`src/rtl/nes_poll_scheduler.sv`:
```
// APB3 scheduler that polls two NES-style pads on a shared latch/clock pair.
// Generates the latch/clock waveform from a poll timer or a software trigger,
// captures both 8-bit button words atomically, and keeps sticky new-data,
// overrun and press-event flags.
module nes_poll_scheduler #(
  parameter int unsigned HALF = 4  // PCLK cycles per half bit period, >= 4
) (
  input  logic        PCLK,
  input  logic        PRESERN,  // async, active-high despite the name
  input  logic        PSEL,
  input  logic        PENABLE,
  input  logic        PWRITE,
  input  logic [7:0]  PADDR,
  input  logic [31:0] PWDATA,
  output logic [31:0] PRDATA,
  output logic        PREADY,
  output logic        PSLVERR,
  output logic        latch,
  output logic        clock,
  input  logic        data0,
  input  logic        data1
);

  localparam int unsigned CntW = $clog2(2 * HALF);
  localparam logic [CntW-1:0] HalfLast  = CntW'(HALF - 1);
  localparam logic [CntW-1:0] LatchLast = CntW'(2 * HALF - 1);

  localparam logic [7:0] AddrCtrl   = 8'h00;
  localparam logic [7:0] AddrPeriod = 8'h04;
  localparam logic [7:0] AddrPad0   = 8'h08;
  localparam logic [7:0] AddrPad1   = 8'h0C;
  localparam logic [7:0] AddrStatus = 8'h10;
  localparam logic [7:0] AddrEvents = 8'h14;

  typedef enum logic [2:0] {StIdle, StLatch, StLow, StHigh, StDone} state_e;

  state_e          state_q, state_d;
  logic [CntW-1:0] cnt_q, cnt_d;
  logic [2:0]      bit_q, bit_d;
  logic            latch_q, latch_d;
  logic            clock_q, clock_d;

  logic            en_q, en_d;
  logic [15:0]     period_q, period_d;
  logic [15:0]     timer_q, timer_d;
  logic            trig_q, trig_d;
  logic [7:0]      pad0_q, pad0_d;
  logic [7:0]      pad1_q, pad1_d;
  logic            new_q, new_d;
  logic            ovr_q, ovr_d;
  logic [7:0]      ev0_q, ev0_d;
  logic [7:0]      ev1_q, ev1_d;
  logic [1:0]      sync0_q, sync0_d;
  logic [1:0]      sync1_q, sync1_d;
  logic [7:0]      sh0_q, sh0_d;
  logic [7:0]      sh1_q, sh1_d;

  logic        wr_en, wr_ctrl, wr_period, wr_status, wr_events;
  logic        busy, done, sample, expired, start, start_take;
  logic [15:0] period_m1;
  logic        unused_pwdata;

  assign PREADY  = 1'b1;
  assign PSLVERR = 1'b0;
  assign latch   = latch_q;
  assign clock   = clock_q;

  assign unused_pwdata = ^PWDATA[31:16];

  assign wr_en     = PSEL & PENABLE & PWRITE;
  assign wr_ctrl   = wr_en & (PADDR == AddrCtrl);
  assign wr_period = wr_en & (PADDR == AddrPeriod);
  assign wr_status = wr_en & (PADDR == AddrStatus);
  assign wr_events = wr_en & (PADDR == AddrEvents);

  assign busy = (state_q != StIdle);
  assign done = (state_q == StDone);

  // PERIOD of 0 or 1 both mean back-to-back polls.
  assign period_m1  = period_q - 16'd1;
  assign expired    = (period_q == 16'd0) || (timer_q >= period_m1);
  assign start      = (en_q & expired) | trig_q;
  assign start_take = (state_q == StIdle) & start;

  // FSM state register.
  always_ff @(posedge PCLK or posedge PRESERN) begin
    if (PRESERN) begin
      state_q <= StIdle;
      cnt_q   <= '0;
      bit_q   <= '0;
    end else begin
      state_q <= state_d;
      cnt_q   <= cnt_d;
      bit_q   <= bit_d;
    end
  end

  // FSM next state: phase lengths are counted in cnt_q, bit index in bit_q.
  always_comb begin
    state_d = state_q;
    cnt_d   = cnt_q + CntW'(1);
    bit_d   = bit_q;
    sample  = 1'b0;
    unique case (state_q)
      StIdle: begin
        cnt_d = '0;
        bit_d = '0;
        if (start) state_d = StLatch;
      end
      StLatch: begin
        if (cnt_q == LatchLast) begin
          cnt_d   = '0;
          state_d = StLow;
        end
      end
      StLow: begin
        // Last LOW cycle: data has been stable for at least HALF cycles.
        if (cnt_q == HalfLast) begin
          sample  = 1'b1;
          cnt_d   = '0;
          state_d = (bit_q == 3'd7) ? StDone : StHigh;
        end
      end
      StHigh: begin
        if (cnt_q == HalfLast) begin
          cnt_d   = '0;
          bit_d   = bit_q + 3'd1;
          state_d = StLow;
        end
      end
      StDone: begin
        cnt_d   = '0;
        state_d = StIdle;
      end
      default: begin
        cnt_d   = '0;
        state_d = StIdle;
      end
    endcase
  end

  // FSM outputs, decoded from the next state so the pins are flop-driven.
  always_comb begin
    latch_d = (state_d == StLatch);
    clock_d = (state_d == StHigh);
  end

  // Registered pad outputs; async reset forces them low mid-poll.
  always_ff @(posedge PCLK or posedge PRESERN) begin
    if (PRESERN) begin
      latch_q <= 1'b0;
      clock_q <= 1'b0;
    end else begin
      latch_q <= latch_d;
      clock_q <= clock_d;
    end
  end

  // Synchronizers and capture shift registers; first bit ends in bit 7.
  always_comb begin
    sync0_d = {sync0_q[0], data0};
    sync1_d = {sync1_q[0], data1};
    sh0_d   = sh0_q;
    sh1_d   = sh1_q;
    if (sample) begin
      sh0_d = {sh0_q[6:0], ~sync0_q[1]};
      sh1_d = {sh1_q[6:0], ~sync1_q[1]};
    end
  end

  // Control, timer and trigger-pending next state.
  always_comb begin
    en_d     = en_q;
    period_d = period_q;
    trig_d   = trig_q;
    timer_d  = timer_q;
    if (wr_ctrl) en_d = PWDATA[0];
    if (wr_period) period_d = PWDATA[15:0];
    if (start_take) trig_d = 1'b0;
    if (wr_ctrl && PWDATA[1]) trig_d = 1'b1;
    // Restart at each poll start so expiries land PERIOD cycles apart; the
    // count saturates so an expiry during a poll is held until IDLE.
    if (!en_q) begin
      timer_d = '0;
    end else if (start_take) begin
      timer_d = '0;
    end else if (timer_q != 16'hFFFF) begin
      timer_d = timer_q + 16'd1;
    end
  end

  // Pad words, sticky status and press events; a DONE set beats a W1C.
  always_comb begin
    pad0_d = pad0_q;
    pad1_d = pad1_q;
    new_d  = new_q;
    ovr_d  = ovr_q;
    ev0_d  = ev0_q;
    ev1_d  = ev1_q;
    if (wr_status) begin
      if (PWDATA[1]) new_d = 1'b0;
      if (PWDATA[2]) ovr_d = 1'b0;
    end
    if (wr_events) begin
      ev0_d = ev0_q & ~PWDATA[7:0];
      ev1_d = ev1_q & ~PWDATA[15:8];
    end
    if (done) begin
      pad0_d = sh0_q;
      pad1_d = sh1_q;
      new_d  = 1'b1;
      if (new_q) ovr_d = 1'b1;
      ev0_d  = ev0_d | (sh0_q & ~pad0_q);
      ev1_d  = ev1_d | (sh1_q & ~pad1_q);
    end
  end

  // Register bank, synchronizers and shift registers.
  always_ff @(posedge PCLK or posedge PRESERN) begin
    if (PRESERN) begin
      en_q     <= 1'b0;
      period_q <= '0;
      timer_q  <= '0;
      trig_q   <= 1'b0;
      pad0_q   <= '0;
      pad1_q   <= '0;
      new_q    <= 1'b0;
      ovr_q    <= 1'b0;
      ev0_q    <= '0;
      ev1_q    <= '0;
      sync0_q  <= '0;
      sync1_q  <= '0;
      sh0_q    <= '0;
      sh1_q    <= '0;
    end else begin
      en_q     <= en_d;
      period_q <= period_d;
      timer_q  <= timer_d;
      trig_q   <= trig_d;
      pad0_q   <= pad0_d;
      pad1_q   <= pad1_d;
      new_q    <= new_d;
      ovr_q    <= ovr_d;
      ev0_q    <= ev0_d;
      ev1_q    <= ev1_d;
      sync0_q  <= sync0_d;
      sync1_q  <= sync1_d;
      sh0_q    <= sh0_d;
      sh1_q    <= sh1_d;
    end
  end

  // Combinational read mux; zero whenever no read is selected.
  always_comb begin
    PRDATA = '0;
    if (PSEL && !PWRITE) begin
      case (PADDR)
        AddrCtrl:   PRDATA = {31'd0, en_q};
        AddrPeriod: PRDATA = {16'd0, period_q};
        AddrPad0:   PRDATA = {24'd0, pad0_q};
        AddrPad1:   PRDATA = {24'd0, pad1_q};
        AddrStatus: PRDATA = {29'd0, ovr_q, new_q, busy};
        AddrEvents: PRDATA = {16'd0, ev1_q, ev0_q};
        default:    PRDATA = '0;
      endcase
    end
  end

endmodule

```
`config.mk`:
```
export PLATFORM = sky130hd
export DESIGN_NAME = nes_poll_scheduler
export DESIGN_NICKNAME = d
export VERILOG_FILES = /design/src/rtl/nes_poll_scheduler.sv
export SDC_FILE = /design/constraint.sdc
export NUM_CORES = 1
export LEC_CHECK = 0
export CORE_AREA = 2 2 127 178
export CTS_BUF_LIST = sky130_fd_sc_hd__clkbuf_16
export DETAILED_ROUTE_END_ITERATION = 8
export DIE_AREA = 0 0 129 180
export SLEW_MARGIN = 15
export SYNTH_ARGS = -nofsm -noshare
export SYNTH_HDL_FRONTEND = slang
export SYNTH_SLANG_ARGS = --single-unit
```
`constraint.sdc`:
```
create_clock -name PCLK -period 3.43 [get_ports PCLK]
set_input_delay 0.8575 -clock PCLK [delete_from_list [all_inputs] [get_ports PCLK]]
set_output_delay 0.8575 -clock PCLK [all_outputs]
set_load 0.005 [all_outputs]
```
==> results.md, run 1 <==
* RD Place Congestion at approximately 0.83
* Vias after detailed routing at about 4100
* Sequential area share after synthesis at 0.468
* Max-slew violations at 0
* Via/cell ratio at approximately 4.6
* Per-cell routed wire length at 15.6 um
* RSZ-0062 raised after global routing: true
* Antenna violations before repair at 0
* FF+latch count, synth at 99
* Post-synthesis xor/xnor area fraction at 0.0430
* Peak VDD IR at 0.000209 V
* Post-synthesis mux area share at 0.0720
* Main combinational cell family by area after synthesis: simple AND/OR/NAND/NOR gates
* Starting Density at 0.244
* Crit path cell chain: or4_4 -> or4_4 -> nor3_2 -> xnor2_1 -> ha_1 -> a21oi_1 -> o21ai_0 -> o21bai_2 -> nor4_4 -> a22oi_4 -> buf_12 -> nor3_4
* Largest net degree at the start of global routing at 50
* Slew margin rel. at 0.507
* Post-Route Setup TNS at 0 ns
* Worst skew pair latency at ~0.35 ns
* Placed insts at 877
* DRT Wirelength at 14100 um
* Max Fclk at 293 MHz
* PnR Total Power at 2.37 mW
* Crit path launch type: flop
* Syn_area_per_cell at 10.2 um^2
* Nets at 673
* Status: finished clean
* Post-synth ARST share at 1.00
* Synth Area in Compound Gates at 0.132
* Leading area contributor after synthesis: dfrtp_1
* CTS Sinks at 99
* Placeable Area at 21700 um^2
* Post-synth cell types at 53
* Worst slew pin tran at 0.734 ns
* Number of max-cap violations at 0
* Die W at 129 um
* Tmin final at 3.42 ns
* Crit path max fanout at 8
* TritonCTS buffer count at 9
* Number of global-route vias before repair at around 4200
* Root buffer cell: clkbuf_16
* Crit-path most repeated cell: or4_4
* Row cnt at 64
* CTS max path bufs at 2
* Cell Pwr Density at 349 nW/um^2
* Crit path DAT at 3.69 ns
* Slowest cell on crit path: or4_4
* Gate Count Post-Synth at between 500 and 600
* Yosys top cell area share at 0.468
* Final setup fails at 0
* Post-Synth Simple-Gate Area at 0.162
* # diodes at 0
* Synthesized cell area at 5300 um^2
* Fin cells at about 900
* ANT nets after route at 0
* HPWL Detailed at 10200 um
* Filler cell count in the final layout at 2247
* Hold Path Class: reg -> reg
* Die area at 23200 um^2
* WP data required at 3.70 ns
* Syn-to-layout area delta at 28.5%
* Final period util at 0.997
* Most common cell after layout, fill and taps aside: dfrtp_1
* Ys Warns at 0
* Setup CP Type: reg -> reg
* Share of cells above drive strength 1 at 0.257
* Synth Flop Type: dfrtp_1
* Detailed Route Iter0 Violations at 270
* H-tree Lvls at 3
* Drt first pass iters at 7
* Port bufs at between 40 and 50
* Worst path max stage delay at 0.55 ns
* First-pass GRT wire length at 22200 um
* Commonest cells after routing, fill and taps aside: dfrtp_1 (99), nand2_1 (59), buf_4 (35)
* Io pins at 83
* Die Y at 180 um
* DRC Markers at 0
* Post-synth EDFFs at 0
* Final Hold Fails at 0
* Setup crit end kind: flop
* Worst-path clk slew at 0.07 ns
* Top cells by area, synth: dfrtp_1 (47%), mux2_2 (6.6%), ha_1 (5.9%)
* Worst Skew at 0.00844 ns
* Static leakage at 3.02 nW
* Total Routing Usage GR at 0.122
* Post-Synth Adder-Cell Area at 0.0590
* CTS tree: yes
* Grt ovf at 0
==> metrics by stage <==
stage / util / hold WS, ns / setup WS (ns) / cell area (um^2)
floorplan: - / 0.331 / 0.106 / 5360
global placement: 0.291 / 0.333 / -0.712 / 6320
detailed placement: 0.291 / 0.336 / -0.724 / 6320
CTS: 0.308 / 0.352 / -0.0689 / 6680
global route: 0.314 / 0.359 / -0.108 / 6810
finish: 0.314 / 0.351 / 0.0120 / 6810
==> report_power, final <==
part	internal [mW]	leakage [nW]	switching (mW)	total [mW]
Sequential	1.18	1.34	0.0118	1.19
Combinational	0.0944	1.55	0.101	0.195
Clock	0.506	0.137	0.484	0.990
Total	1.78	3.02	0.597	2.37
==> layout make-up <==
type                            instances  area, um^2  area share
Multi-Input combinational cell        370        2710       0.398
Sequential cell                        99        2480       0.364
Timing Repair Buffer                   95         863       0.127
Tap cell                              297         372      0.0546
Clock buffer                            9         225      0.0331
Inverter                               26         101      0.0149
Clock inverter                          7        60.1     0.00882
==> sequential cells by signal, indices dropped and copies added (netlist names), 8 cells and up <==
register / count
ev1_q: 8
pad0_q: 8
sh0_q: 8
pad1_q: 8
ev0_q: 8
sh1_q: 8
period_q: 16
timer_q: 16
==> cell usage after synthesis, types with 12 or more instances <==
master / instances
a21oi_1: 22
a22oi_1: 12
a32o_1: 16
buf_4: 20
clkbuf_1: 14
dfrtp_1: 99
ha_1: 25
inv_1: 26
mux2_2: 31
nand2_1: 60
nand3_1: 14
nand4_1: 13
nor2_1: 37
nor3_1: 12
o21ai_0: 20
xnor2_1: 14
xor2_1: 12
==> cells by family after synthesis <==
logic type,count (synthesis)
muxes,33
buffers and inverters,66
AOI/OAI and AO/OA,96
adders and majority gates,25
xor gates and xnor gates,26
other,2
and+or+nand+nor,172
DFF,99
==> critical path, delay by kind of cell (launching register included) <==
family / cells / cell delay (ns)
compound gates: 4 / 0.61
xor+xnor: 1 / 0.14
fa+ha+maj: 1 / 0.27
buf+inv: 1 / 0.17
flops: 1 / 0.38
simple gates: 5 / 1.78
==> repair_timing <==
| action | 4_1_cts | 5_1_grt |
|---|---|---|
| resized for setup | 90 | 31 |
| hold buffers | 0 | 0 |
| buffers inserted | 7 | 3 |
| setup endpoints to repair | 34 | 34 |
| pin swaps | 28 | 28 |
| gates cloned | 1 | 1 |
==> routing by layer <==
metal  vias to the layer above  share of wire  GRT usage  wire length [um]
met5                         -              0          0                 0
met4                         0          0.028     0.0561               394
met3                        16          0.022     0.0211               303
met2                        76           0.53      0.219              7520
met1                      2062           0.42      0.139              5860
li1                       1984              -          -                 -
==> final timing paths <==
| kind | start | endpoint | slack (ns) | cells after the start |
|---|---|---|---|---|
| worst max-delay path | period_q[10]$_DFFE_PP0P_ | timer_q[14]$_DFFE_PP0P_ | 0.01 | 12 |
| worst min-delay path | sync0_q[0]$_DFF_PP0_ | sync0_q[1]$_DFF_PP0_ | 0.35 | 0 |
| worst max register to register | period_q[10]$_DFFE_PP0P_ | timer_q[14]$_DFFE_PP0P_ | 0.01 | 12 |
| worst min register to register | sync0_q[0]$_DFF_PP0_ | sync0_q[1]$_DFF_PP0_ | 0.35 | 0 |
| max in group asynchronous | PRESERN | period_q[8]$_DFFE_PP0P_ | 1.81 | 3 |
| min in group asynchronous | PRESERN | sh0_q[4]$_DFFE_PP0P_ | 0.94 | 2 |
Power figures use the tool's default switching activity.
==> run 2: changes to the inputs <==
Settings changed: CORE_AREA 2 2 127 178 to 4 4 129 180, DIE_AREA 0 0 129 180 to 0 0 133 184.
==> run 2 against run 1 <==
Effect of this change:
- core utilization fell by 0.29 points
- critical path type is now in -> out
- largest cell class unchanged
- highest routed layer unchanged
- largest power group unchanged
- sequential share of layout area rose by 0.36 points
- non-clock buffer count fell by 1
==> results.md, run 2 (synthesis results as in run 1) <==
* CTS tree: yes
* Row cnt at 64
* CTS max path bufs at 2
* Starting Density at 0.244
* Tmin final at approximately 3.4 ns
* WP data required at 2.57 ns
* First-pass GRT wire length at 21600 um
* R2R Path End: timer_q[14]$_DFFE_PP0P_
* Biggest regs: period_q x16, timer_q x16
* Min-delay src: sync0_q[0]$_DFF_PP0_
* Crit path from: PADDR[5]
* Crit path max fanout at 8
* Worst skew pair latency at 0.35 ns
* ANT nets after route at 0
* Commonest cells after routing, fill and taps aside: dfrtp_1 (98), nand2_1 (60), buf_4 (37)
* Most common cell after layout, fill and taps aside: dfrtp_1
* Share of cells above drive strength 1 at 0.233
* Io pins at 83
* Root buffer cell: clkbuf_16
* Cell Area, Placed at 6280 um^2
* Cell Pwr Density at 358 nW/um^2
* Antenna violations before repair at 0
* Worst slew pin tran at 0.635 ns
* Hold Path Class: reg -> reg
* Setup crit end kind: primary output
* Total Routing Usage GR at 0.112
* Via/cell ratio at 4.57
* Grt ovf at 0
* R2R Path Start: period_q[7]$_DFFE_PP0P_
* DRC Markers at 0
* Post-Route Setup TNS at 0 ns
* RD Place Congestion at 0.809
* Number of max-cap violations at 0
* Slew margin rel. at 0.574
* Max Fclk at ~300 MHz
* HPWL Detailed at 10300 um
* Per-cell routed wire length at 15.0 um
* Die W at about 130 um
* Setup CP Type: in -> out
* Cts hold-fix bufs at 0
* Max-slew violations at 0
* Worst-path clk slew at ~0.07 ns
* Drt first pass iters at 5
* Final Hold Fails at 0
* Syn-to-layout area delta at 27.3%
* Crit path DAT at around 2.5 ns
* # diodes at 0
* Finished layout cell area at just under 7000 um^2
* Register-to-register setup slack at 0.11 ns
* Port bufs at 48
* CTS Sinks at 99
* RSZ-0062 raised after global routing: true
* Final setup fails at 0
* Fin cells at 902
* Dpl ws at -0.624 ns
* Status: finished clean
* Detailed Route Iter0 Violations at 209
* Worst Skew at around 0.0098 ns
* DRT Wirelength at 13500 um
* R2R depth at 14
* Final Util at 0.311
* Nets at 672
* Hold depth at 0
* WHS Endpoint: sync0_q[1]$_DFF_PP0_
* Vias after detailed routing at 4123
* Placed insts at 876
* Peak VDD IR at between 0.0002 and 0.00025 V
* Die Y at between 150 and 200 um
* Setup ws final at 0.0505 ns
* Crit path launch type: input port
* Number of global-route vias before repair at approximately 4000
* Final period util at 0.985
* H-tree Lvls at 3
* Die area at 24500 um^2
* Largest net degree at the start of global routing at 54
* Static leakage at between 2 and 3 nW
* Placeable Area at between 20000 and 25000 um^2
* TritonCTS buffer count at 9
## run 2: cell types whose count changed in the layout (fill, tap and decap cells not counted), moves of 2 or more
| cell | previous run | this run |
|---|---|---|
| nor2_1 | 31 | 33 |
| a22oi_1 | 2 | 9 |
| and3_1 | 3 | 5 |
| buf_4 | 35 | 37 |
| nor2_2 | 5 | 2 |
| a22oi_2 | 10 | 3 |
## run 2: how the worst max path moves through the flow
stage / endpoint / slack, ns
finish: PRDATA[4] / 0.05
global route: timer_q[14]$_DFFE_PP0P_ / -0.12
CTS: PRDATA[2] / -0.002
detailed placement: PRDATA[4] / -0.62
global placement: PRDATA[2] / -0.64
floorplan: timer_q[9]$_DFFE_PP0P_ / 0.11
## run 2: routing by layer
| metal | track usage | vias to the layer above | part of all wire |
|---|---|---|---|
| met3 | 0.0178 | 22 | 0.037 |
| met1 | 0.130 | 2020 | 0.39 |
| met5 | 0 | - | 0 |
| met4 | 0.0458 | 0 | 0.032 |
| li1 | - | 1983 | - |
| met2 | 0.204 | 98 | 0.54 |
## run 2: cell type report
cell class,instances,area (um^2)
Clock inverter,7,76.3
Tap cell,297,372
Timing Repair Buffer,94,835
Clock buffer,9,225
Inverter,26,101
Fill cell,2248,15000
Multi-Input combinational cell,370,2660
Sequential cell,99,2480
## run 2: worst max-delay path, cell delays in order
cell	delay (ns)
buf_6	0.09
or4_4	0.56
nor2_4	0.11
and4b_1	0.26
buf_12	0.13
buf_8	0.12
a222oi_1	0.09
a21oi_1	0.17
buf_2	0.14
## run 2: what timing repair did
item                       4_1_cts  5_1_grt
setup endpoints to repair       32       34
gates cloned                     0        0
resized for setup               68       38
pin swaps                       19       27
buffers inserted                 6        4
## run 2: per-stage QoR
stage	hold slack, ns	power [mW]
2_1_floorplan	0.331	1.32
3_3_place_gp	0.333	1.40
3_5_place_dp	0.335	1.40
4_1_cts	0.351	2.43
5_1_grt	0.358	2.52
6_report	0.348	2.42
## run 2: where the power goes
| part | switching, mW | total [mW] | internal, mW |
|---|---|---|---|
| registers | 0.0115 | 1.19 | 1.18 |
| logic | 0.0991 | 0.195 | 0.0958 |
| clock network | 0.459 | 1.03 | 0.572 |
| total | 0.570 | 2.42 | 1.85 |
